File: src/rtl/md_issue_ctrl_pkg.sv
// Shared opcode/state types and MD-unit latency constants for the
// multiply/divide issue controller.
package md_pkg;

   typedef enum logic [2:0] {
      MD_MULT  = 3'd0,
      MD_MULTU = 3'd1,
      MD_DIV   = 3'd2,
      MD_DIVU  = 3'd3,
      MD_MTHI  = 3'd4,
      MD_MTLO  = 3'd5,
      MD_MFHI  = 3'd6,
      MD_MFLO  = 3'd7
   } md_op_e;

   typedef enum logic [1:0] {
      ST_IDLE  = 2'd0,
      ST_ISSUE = 2'd1,
      ST_WAIT  = 2'd2,
      ST_READ  = 2'd3
   } md_state_e;

   // Busy cycles the MD unit reports after a start, per op class.
   localparam int MD_LAT_MUL = 5;
   localparam int MD_LAT_DIV = 10;
   localparam int MD_LAT_MT  = 1;

   function automatic logic is_read_op(input md_op_e op);
      return (op == MD_MFHI) || (op == MD_MFLO);
   endfunction

endpackage

File: src/rtl/md_issue_ctrl_if.sv
// Pipeline request/read-back and MD-unit start/busy/HI/LO signals.
// master = issue controller, slave = pipeline plus MD unit.
interface md_issue_ctrl_if;
   import md_pkg::*;

   logic        req_valid;
   md_op_e      req_op;
   logic [31:0] req_rs;
   logic [31:0] req_rt;
   logic        req_ready;
   logic        rd_valid;
   logic [31:0] rd_data;
   logic        md_start;
   logic [2:0]  md_opt;
   logic [31:0] md_v1;
   logic [31:0] md_v2;
   logic        md_busy;
   logic [31:0] md_hi;
   logic [31:0] md_lo;
   logic        err_timeout;

   modport master (
      input  req_valid, req_op, req_rs, req_rt, md_busy, md_hi, md_lo,
      output req_ready, rd_valid, rd_data, md_start, md_opt, md_v1, md_v2, err_timeout
   );

   modport slave (
      output req_valid, req_op, req_rs, req_rt, md_busy, md_hi, md_lo,
      input  req_ready, rd_valid, rd_data, md_start, md_opt, md_v1, md_v2, err_timeout
   );

endinterface

File: src/rtl/md_issue_ctrl.sv
// E-stage initiator for the multiply/divide unit: issues start pulses,
// covers the start->busy gap, returns HI/LO reads and flags hung ops.
module md_issue_ctrl
   import md_pkg::*;
#(
   parameter int TIMEOUT = 32
) (
   input  logic            clk,
   input  logic            reset,
   md_issue_ctrl_if.master bus
);

   localparam int            CW       = $clog2(TIMEOUT + 1);
   localparam logic [CW-1:0] CNT_LAST = CW'(TIMEOUT - 1);
   localparam logic [CW-1:0] CNT_ONE  = CW'(1);

   md_state_e     state_r, state_s;
   logic [CW-1:0] cnt_r, cnt_s;
   logic          start_r, start_s;
   logic [2:0]    opt_r, opt_s;
   logic [31:0]   v1_r, v1_s;
   logic [31:0]   v2_r, v2_s;
   logic          rd_valid_r, rd_valid_s;
   logic [31:0]   rd_data_r, rd_data_s;
   logic          err_r, err_s;
   logic          ready_s;
   logic          accept_s;

   // A busy MD unit seen in IDLE blocks new requests until it drops.
   assign ready_s  = (state_r == ST_IDLE) && !bus.md_busy && !reset;
   assign accept_s = bus.req_valid && ready_s;

   // Next-state and next-output logic for the issue FSM.
   always_comb begin
      state_s    = state_r;
      cnt_s      = cnt_r;
      start_s    = 1'b0;
      opt_s      = opt_r;
      v1_s       = v1_r;
      v2_s       = v2_r;
      rd_valid_s = 1'b0;
      rd_data_s  = rd_data_r;
      err_s      = 1'b0;
      case (state_r)
         ST_IDLE: begin
            if (accept_s) begin
               if (is_read_op(bus.req_op)) begin
                  state_s    = ST_READ;
                  rd_valid_s = 1'b1;
                  rd_data_s  = (bus.req_op == MD_MFHI) ? bus.md_hi : bus.md_lo;
               end else begin
                  state_s = ST_ISSUE;
                  start_s = 1'b1;
                  opt_s   = bus.req_op;
                  v1_s    = bus.req_rs;
                  v2_s    = bus.req_rt;
               end
            end else begin
               state_s = ST_IDLE;
            end
         end
         // Busy is not yet visible here, so it is deliberately not looked at.
         ST_ISSUE: begin
            state_s = ST_WAIT;
            cnt_s   = {CW{1'b0}};
         end
         ST_WAIT: begin
            if (bus.md_busy) begin
               if (cnt_r == CNT_LAST) begin
                  state_s = ST_IDLE;
                  cnt_s   = {CW{1'b0}};
                  err_s   = 1'b1;
               end else begin
                  cnt_s = cnt_r + CNT_ONE;
               end
            end else begin
               state_s = ST_IDLE;
               cnt_s   = {CW{1'b0}};
            end
         end
         ST_READ: begin
            state_s = ST_IDLE;
         end
         default: begin
            state_s = ST_IDLE;
            cnt_s   = {CW{1'b0}};
         end
      endcase
   end

   // State, counter and registered outputs.
   always_ff @(posedge clk or posedge reset) begin
      if (reset) begin
         state_r    <= ST_IDLE;
         cnt_r      <= {CW{1'b0}};
         start_r    <= 1'b0;
         opt_r      <= 3'd0;
         v1_r       <= 32'd0;
         v2_r       <= 32'd0;
         rd_valid_r <= 1'b0;
         rd_data_r  <= 32'd0;
         err_r      <= 1'b0;
      end else begin
         state_r    <= state_s;
         cnt_r      <= cnt_s;
         start_r    <= start_s;
         opt_r      <= opt_s;
         v1_r       <= v1_s;
         v2_r       <= v2_s;
         rd_valid_r <= rd_valid_s;
         rd_data_r  <= rd_data_s;
         err_r      <= err_s;
      end
   end

   assign bus.req_ready   = ready_s;
   assign bus.md_start    = start_r;
   assign bus.md_opt      = opt_r;
   assign bus.md_v1       = v1_r;
   assign bus.md_v2       = v2_r;
   assign bus.rd_valid    = rd_valid_r;
   assign bus.rd_data     = rd_data_r;
   assign bus.err_timeout = err_r;

endmodule

File: src/flat_wrapper.sv
// flat-port wrapper written by rule: the top's interface ports become plain ports
module md_issue_ctrl_flat import md_pkg::*;
#(
   parameter int TIMEOUT = 32
)
  (clk, reset, bus_req_valid, bus_req_op, bus_req_rs, bus_req_rt, bus_md_busy, bus_md_hi, bus_md_lo, bus_req_ready, bus_rd_valid, bus_rd_data, bus_md_start, bus_md_opt, bus_md_v1, bus_md_v2, bus_err_timeout);
  md_issue_ctrl_if bus_i ();
  input  logic clk;
  input  logic reset;
  input wire logic [$bits(bus_i.req_valid)-1:0] bus_req_valid;
  input wire logic [$bits(bus_i.req_op)-1:0] bus_req_op;
  input wire logic [$bits(bus_i.req_rs)-1:0] bus_req_rs;
  input wire logic [$bits(bus_i.req_rt)-1:0] bus_req_rt;
  input wire logic [$bits(bus_i.md_busy)-1:0] bus_md_busy;
  input wire logic [$bits(bus_i.md_hi)-1:0] bus_md_hi;
  input wire logic [$bits(bus_i.md_lo)-1:0] bus_md_lo;
  output wire logic [$bits(bus_i.req_ready)-1:0] bus_req_ready;
  output wire logic [$bits(bus_i.rd_valid)-1:0] bus_rd_valid;
  output wire logic [$bits(bus_i.rd_data)-1:0] bus_rd_data;
  output wire logic [$bits(bus_i.md_start)-1:0] bus_md_start;
  output wire logic [$bits(bus_i.md_opt)-1:0] bus_md_opt;
  output wire logic [$bits(bus_i.md_v1)-1:0] bus_md_v1;
  output wire logic [$bits(bus_i.md_v2)-1:0] bus_md_v2;
  output wire logic [$bits(bus_i.err_timeout)-1:0] bus_err_timeout;
  assign bus_i.req_valid = bus_req_valid;
  assign bus_i.req_op = bus_req_op;
  assign bus_i.req_rs = bus_req_rs;
  assign bus_i.req_rt = bus_req_rt;
  assign bus_i.md_busy = bus_md_busy;
  assign bus_i.md_hi = bus_md_hi;
  assign bus_i.md_lo = bus_md_lo;
  assign bus_req_ready = bus_i.req_ready;
  assign bus_rd_valid = bus_i.rd_valid;
  assign bus_rd_data = bus_i.rd_data;
  assign bus_md_start = bus_i.md_start;
  assign bus_md_opt = bus_i.md_opt;
  assign bus_md_v1 = bus_i.md_v1;
  assign bus_md_v2 = bus_i.md_v2;
  assign bus_err_timeout = bus_i.err_timeout;
  md_issue_ctrl #(.TIMEOUT(TIMEOUT)) u_core (.clk(clk), .reset(reset), .bus(bus_i));
endmodule
File: config.mk
export PLATFORM = sky130hd
export DESIGN_NAME = md_issue_ctrl_flat
export DESIGN_NICKNAME = d
export VERILOG_FILES = /design/src/rtl/md_issue_ctrl_pkg.sv /design/src/rtl/md_issue_ctrl_if.sv /design/src/rtl/md_issue_ctrl.sv /design/src/flat_wrapper.sv
export SDC_FILE = /design/constraint.sdc
export NUM_CORES = 1
export LEC_CHECK = 0
export CORE_MARGIN = 2
export CORE_UTILIZATION = 35
export DETAILED_ROUTE_END_ITERATION = 10
export PLACE_DENSITY = 0.82
export SLEW_MARGIN = 5
export SYNTH_ARGS = -nofsm -noshare
export SYNTH_HDL_FRONTEND = slang
export SYNTH_SLANG_ARGS = --single-unit
File: constraint.sdc
create_clock -name clk -period 4.21 [get_ports clk]
set_clock_uncertainty 0.05 [all_clocks]
set_input_delay 0.842 -clock clk [delete_from_list [all_inputs] [get_ports clk]]
set_output_delay 0.842 -clock clk [all_outputs]
set_load 0.005 [all_outputs]
Word level (Yosys, flattened, before mapping)
Cells that the tools add are included.

cells by class
  add/sub/neg operators = 1
  equal/unequal tests = 7
  multiplexer cells = 18
  bitwise operators = 1
  reduce and logical (&&, ||, !) cells = 10

operators with widths
  operator                                                          count
  32-bit two-way mux                                                1
  6-bit two-way mux                                                 2
  6-bit one-hot mux with 2 select lines                             1
  1-bit two-way mux                                                 9
  2-bit two-way mux                                                 4
  2-bit one-hot mux with 4 select lines                             1
  6-bit by 1-bit adder with 6-bit output (second input constant)    1
  3-bit == test (second input constant)                             2
  6-bit by 5-bit == test with 1-bit output (second input constant)  1
  3-bit AND reduction                                               2
  2-bit == test (second input constant)                             2
  1-bit logical AND                                                 3
  3-bit by 2-bit != test with 1-bit output (second input constant)  1
  2-bit by 1-bit == test with 1-bit output (second input constant)  1
  1-bit logical NOT                                                 2
  2-bit logical NOT                                                 1
  2-bit nonzero test                                                1
  1-bit logical OR                                                  1
  1-bit NOT                                                         1

storage, ports and cells
  bits in registers = 110
  input bits = 135
  output and inout port bits = 103
  logic and storage cells = 46

Longest topological paths before layout
  word-level depth = 6
  depth in mapped cells = 8
  gate-level depth less buffers = 6

Worst setup path after synthesis
Ideal clock, no wire load.

  path type = in2reg
  start = in reset
  end = reg u_core.v1_r[10] (netlist: u_core.bus.md_v1[10])
  library setup time = 125 ps
  arrival = 1,852 ps
  data required time = 4,035 ps
  slack = 2,183 ps
  stages on the path = 5
  buffers on the path = 2
  path through = nand4bb_4 -> a21oi_4 -> buf_8 -> buf_12 -> mux2_4

on the way
  cells in the longest elaborated chain, start to end = 4

RTL lines
  what                           RTL line              RTL
  start: declaration             flat_wrapper.sv:9     input logic reset;
  1-bit logical NOT              md_issue_ctrl.sv:30   assign ready_s = (state_r == ST_IDLE) && !bus.md_busy && !reset;
  1-bit logical AND              md_issue_ctrl.sv:30
  1-bit logical AND              md_issue_ctrl.sv:31   assign accept_s = bus.req_valid && ready_s;
  3-bit AND reduction (no line)  -
  end signal: assignment         md_issue_ctrl.sv:108  v1_r <= v1_s;
  end: declaration               md_issue_ctrl.sv:21   logic [31:0] v1_r, v1_s;

No other way between the ends.
A chain may end at the register's enable or synchronous reset.

Worst setup path in the final report
  start = in bus_md_busy
  end = out bus_req_ready

on the way
  cells in the longest elaborated chain, start to end = 3

RTL lines
  what                            RTL line             RTL
  start: declaration              flat_wrapper.sv:14   input wire logic [$bits(bus_i.md_busy)-1:0] bus_md_busy;
  1-bit logical NOT               md_issue_ctrl.sv:30
  1-bit logical AND (2 in a row)  md_issue_ctrl.sv:30
  end: declaration                flat_wrapper.sv:17   output wire logic [$bits(bus_i.req_ready)-1:0] bus_req_ready;

No other way between the ends.

==> results.sh <==
export IMPL_outcome="complete, no violations"
export IMPL_routedWlPerCell_um=16.0
export IMPL_firstDrtPassIters=4
export IMPL_post_cts_resized_instances=0
export IMPL_synth_cell_area_um2=4810
export IMPL_ant_nets=0
export IMPL_crit_path_end_kind="output port"
export IMPL_p_int_mw=2.61
export IMPL_p_per_area_nw_per_um2=454
export IMPL_ys_dominant_reg_cell="sky130_fd_sc_hd__dfrtp_1"
export IMPL_min_period_over_period_pct=72.1
export IMPL_max_cap_violations=0
export IMPL_proportion_of_power_drawn_by_combinational_gates_pct=30.9
export IMPL_hold_path_depth=2
export IMPL_worst_r2r_cell_count=6
export IMPL_tightestPinTransition_ns=0.948
export IMPL_final_util_pct=57.0
export IMPL_ys_async_rst_share_pct=100
export IMPL_p_clk_share_pct=27.0
export IMPL_worst_hold_path_type="reg -> reg"
export IMPL_die_h_um=121
export IMPL_placement_io_buffers=237
export IMPL_floorplan_die_width_um=121
export IMPL_edff_count_synth=0
export IMPL_numCtsBuffers=9
export IMPL_setup_reg_to_reg_worst_slack_ns=1.81
export IMPL_finalMaxSlewViolations=0
export IMPL_critical_path_reg2reg_endpoint="u_core.bus.md_v1[12]$_DFFE_PP0P_"
export IMPL_p_sw_mw=0.841
export IMPL_min_to="u_core.bus.rd_data[30]$_DFFE_PP0P_"
export IMPL_setup_viol=0
export IMPL_buffer_levels_on_the_longest_clock_path=2
export IMPL_grt_remaining_overflow=0
export IMPL_area_growth_synth_to_final_pct=58.1
export IMPL_period_minus_slack_ns=3.03
export IMPL_row_count=42
export IMPL_fmax_achieved_mhz=330
export IMPL_regToRegStartpoint="u_core.state_r[0]$_DFFE_PP0P_"
export IMPL_number_of_global_route_vias_before_repair=3810
export IMPL_ys_seq_area_share_pct=57.2
export IMPL_clk_pin_slew_worst_paths_ns=0.07
export IMPL_finish_net_count=716
export IMPL_die_area_um2=14700
export IMPL_antenna_cells_inserted=0
export IMPL_cts_root_buffer="sky130_fd_sc_hd__clkbuf_16"
export IMPL_number_of_design_rule_violations_left_by_the_first_detailed_router_iteration=114
export IMPL_holdBufCountCts=0
export IMPL_worst_ep_required_time_ns=3.32
export IMPL_wirelength_um=12100
export IMPL_synth_nets=481
export IMPL_synthesis_area_per_instance_um2=14.1
export IMPL_synth_ff_latch_count=110
export IMPL_slew_headroom_pct=36.8
export IMPL_synthCells=342
export IMPL_placement_setup_slack_ns=1.05
export IMPL_synth_yosys_warnings=0
export IMPL_tritoncts_clock_tree="yes"
export IMPL_cts_setup_buffers=0
export IMPL_netSwitchingFraction_pct=24.4
export IMPL_min_delay_start="u_core.bus.rd_data[30]$_DFFE_PP0P_"
export IMPL_leak_pwr_nw=3.39
export IMPL_grt_use_total_pct=16.6
export IMPL_filler_cell_count=1095
export IMPL_finalWorstSetupSlack_ns=1.18
export IMPL_insertion_delay_ns=0.35
export IMPL_routabilityCongestion=0.749
export IMPL_start_util_pct=36.0
export IMPL_grt_pass1_wl_um=19000
export IMPL_drc_errors=0
export IMPL_cts_max_level=3
export IMPL_hold_violations=0
export IMPL_clock_sinks=110
export IMPL_detailed_place_hpwl_um=9210
export IMPL_ios=238
export IMPL_critical_path_peak_fanout=5
export IMPL_setup_worst_path_start_class="input port"
export IMPL_post_synth_num_cell_types=33
export IMPL_drive_gt1_share_pct=17.2
export IMPL_synth_area_leaders="sky130_fd_sc_hd__dfrtp_1 57%, sky130_fd_sc_hd__mux2_4 12%, sky130_fd_sc_hd__mux2i_1 6.7%"
export IMPL_core_area_um2=13300
export IMPL_netlist_top_cell_by_area="sky130_fd_sc_hd__dfrtp_1"
export IMPL_p_seq_share_pct=42.1
export IMPL_vias=3504
export IMPL_maximum_ir_drop_on_the_vdd_rail_uv=242
export IMPL_grt_setup_unrepaired="false"
export IMPL_number_of_vias_per_cell_after_detailed_routing=4.62
export IMPL_timing_worst_setup_path_type="in -> out"
export IMPL_timing_setup_tns_ns=0
export IMPL_antenna_violations_before_repair=0
export IMPL_grt_max_degree=111
export IMPL_post_synth_top_area_fraction_pct=57.2
export IMPL_worst_ep_arrival_time_ns=2.14
export IMPL_totalPowerFinal_mw=3.45
-- cells in the final DEF, fill, tap and decap left out, types with 2 or more instances in the layout --
cell type,Yosys,final
sky130_fd_sc_hd__mux2i_1,32,32
sky130_fd_sc_hd__nor3b_1,2,2
sky130_fd_sc_hd__o21ai_2,6,6
sky130_fd_sc_hd__o21ai_0,6,6
sky130_fd_sc_hd__clkbuf_16,0,9
sky130_fd_sc_hd__nor2_1,9,9
sky130_fd_sc_hd__mux2_4,39,39
sky130_fd_sc_hd__ha_1,4,4
sky130_fd_sc_hd__nand2_1,38,38
sky130_fd_sc_hd__buf_4,2,3
sky130_fd_sc_hd__bufinv_16,0,2
sky130_fd_sc_hd__o22ai_1,2,2
sky130_fd_sc_hd__mux2_2,27,27
sky130_fd_sc_hd__inv_1,6,5
sky130_fd_sc_hd__nand4_1,3,3
sky130_fd_sc_hd__dfrtp_1,110,110
sky130_fd_sc_hd__buf_12,4,3
sky130_fd_sc_hd__o21ai_1,26,26
sky130_fd_sc_hd__clkdlybuf4s50_1,0,237
-- synthesized netlist by cell type, drive strengths merged (3+ instances only) --
cell type and number:
clkbuf 3, ha 4, buf 16, o21ai 38
mux2i 32, nand2 38, mux2 66, nand4 3
nor2 9, inv 6, dfrtp 110
-- area by class of cell --
type                    count  area, um^2  share of cell area (%)
clock inverters             6        92.6                    1.22
inverters                   6        25.0                   0.329
flip-flops and latches    110        2750                    36.2
clock buffers              10         239                    3.14
multi-input cells         207        1820                    23.9
well taps                 176         220                    2.90
repair buffers            243        2450                    32.3
-- flip-flops by register name, indices dropped and copies added (netlist names) --
| register | cells |
|---|---|
| u_core.bus.err_timeout | 1 |
| u_core.bus.md_opt | 3 |
| u_core.bus.md_start | 1 |
| u_core.bus.md_v1 | 32 |
| u_core.bus.md_v2 | 32 |
| u_core.bus.rd_data | 32 |
| u_core.bus.rd_valid | 1 |
| u_core.cnt_r | 6 |
| u_core.state_r | 2 |
-- critical path, cell delays in order --
cell	delay, ns
sky130_fd_sc_hd__clkdlybuf4s50_1	0.52
sky130_fd_sc_hd__nor3b_1	0.25
sky130_fd_sc_hd__clkdlybuf4s50_1	0.53
-- metal layers --
| layer | GRT usage (%) | vias to the layer above | wire length (um) |
|---|---|---|---|
| li1 | - | 1655 | - |
| met1 | 18.7 | 1689 | 4710 |
| met3 | 5.17 | 25 | 805 |
| met4 | 6.54 | 0 | 340 |
| met5 | 0 | - | 0 |
| met2 | 29.2 | 135 | 6240 |
-- power by group through the flow --
stage	combinational (mW)	sequential, mW	clock (mW)
after detailed placement	1.08	1.47	0
after CTS	1.09	1.46	0.966
after floorplan	0.349	1.47	0
after global placement	1.05	1.46	0
final	1.07	1.45	0.931
after global routing	1.15	1.48	1.01
-- kinds of logic (layout without fill, tap and decap cells) --
logic type | Yosys count | count (layout) | synth area share (%)
compound gates | 45 | 45 | 5.72
mux | 98 | 98 | 25.2
simple gates | 60 | 60 | 5.88
flops | 110 | 110 | 57.2
fa+ha+maj | 4 | 4 | 1.04
buf+inv | 25 | 265 | 4.97
-- worst max path at each step --
stage / end / slack, ns / start / depth (start not counted)
final: bus_req_ready / 1.18 / bus_md_busy / 3
after detailed placement: u_core.bus.md_v1[1]$_DFFE_PP0P_ / 1.05 / reset / 5
after global placement: u_core.bus.md_v1[10]$_DFFE_PP0P_ / 1.11 / reset / 5
after floorplan: u_core.bus.err_timeout$_DFF_PP0_ / 0.42 / reset / 1
after CTS: bus_req_ready / 1.18 / bus_md_busy / 3
after global routing: bus_req_ready / 1.14 / bus_md_busy / 3
-- through the flow --
| step | hold slack [ns] | instances | area, um^2 |
|---|---|---|---|
| floorplan | 0.397 | 342 | 4810 |
| global placement | 0.413 | 742 | 7270 |
| detailed placement | 0.421 | 742 | 7270 |
| CTS | 0.438 | 758 | 7600 |
| global route | 0.474 | 758 | 7600 |
| finish | 0.437 | 758 | 7600 |
(Power assumes the default switching activity.)
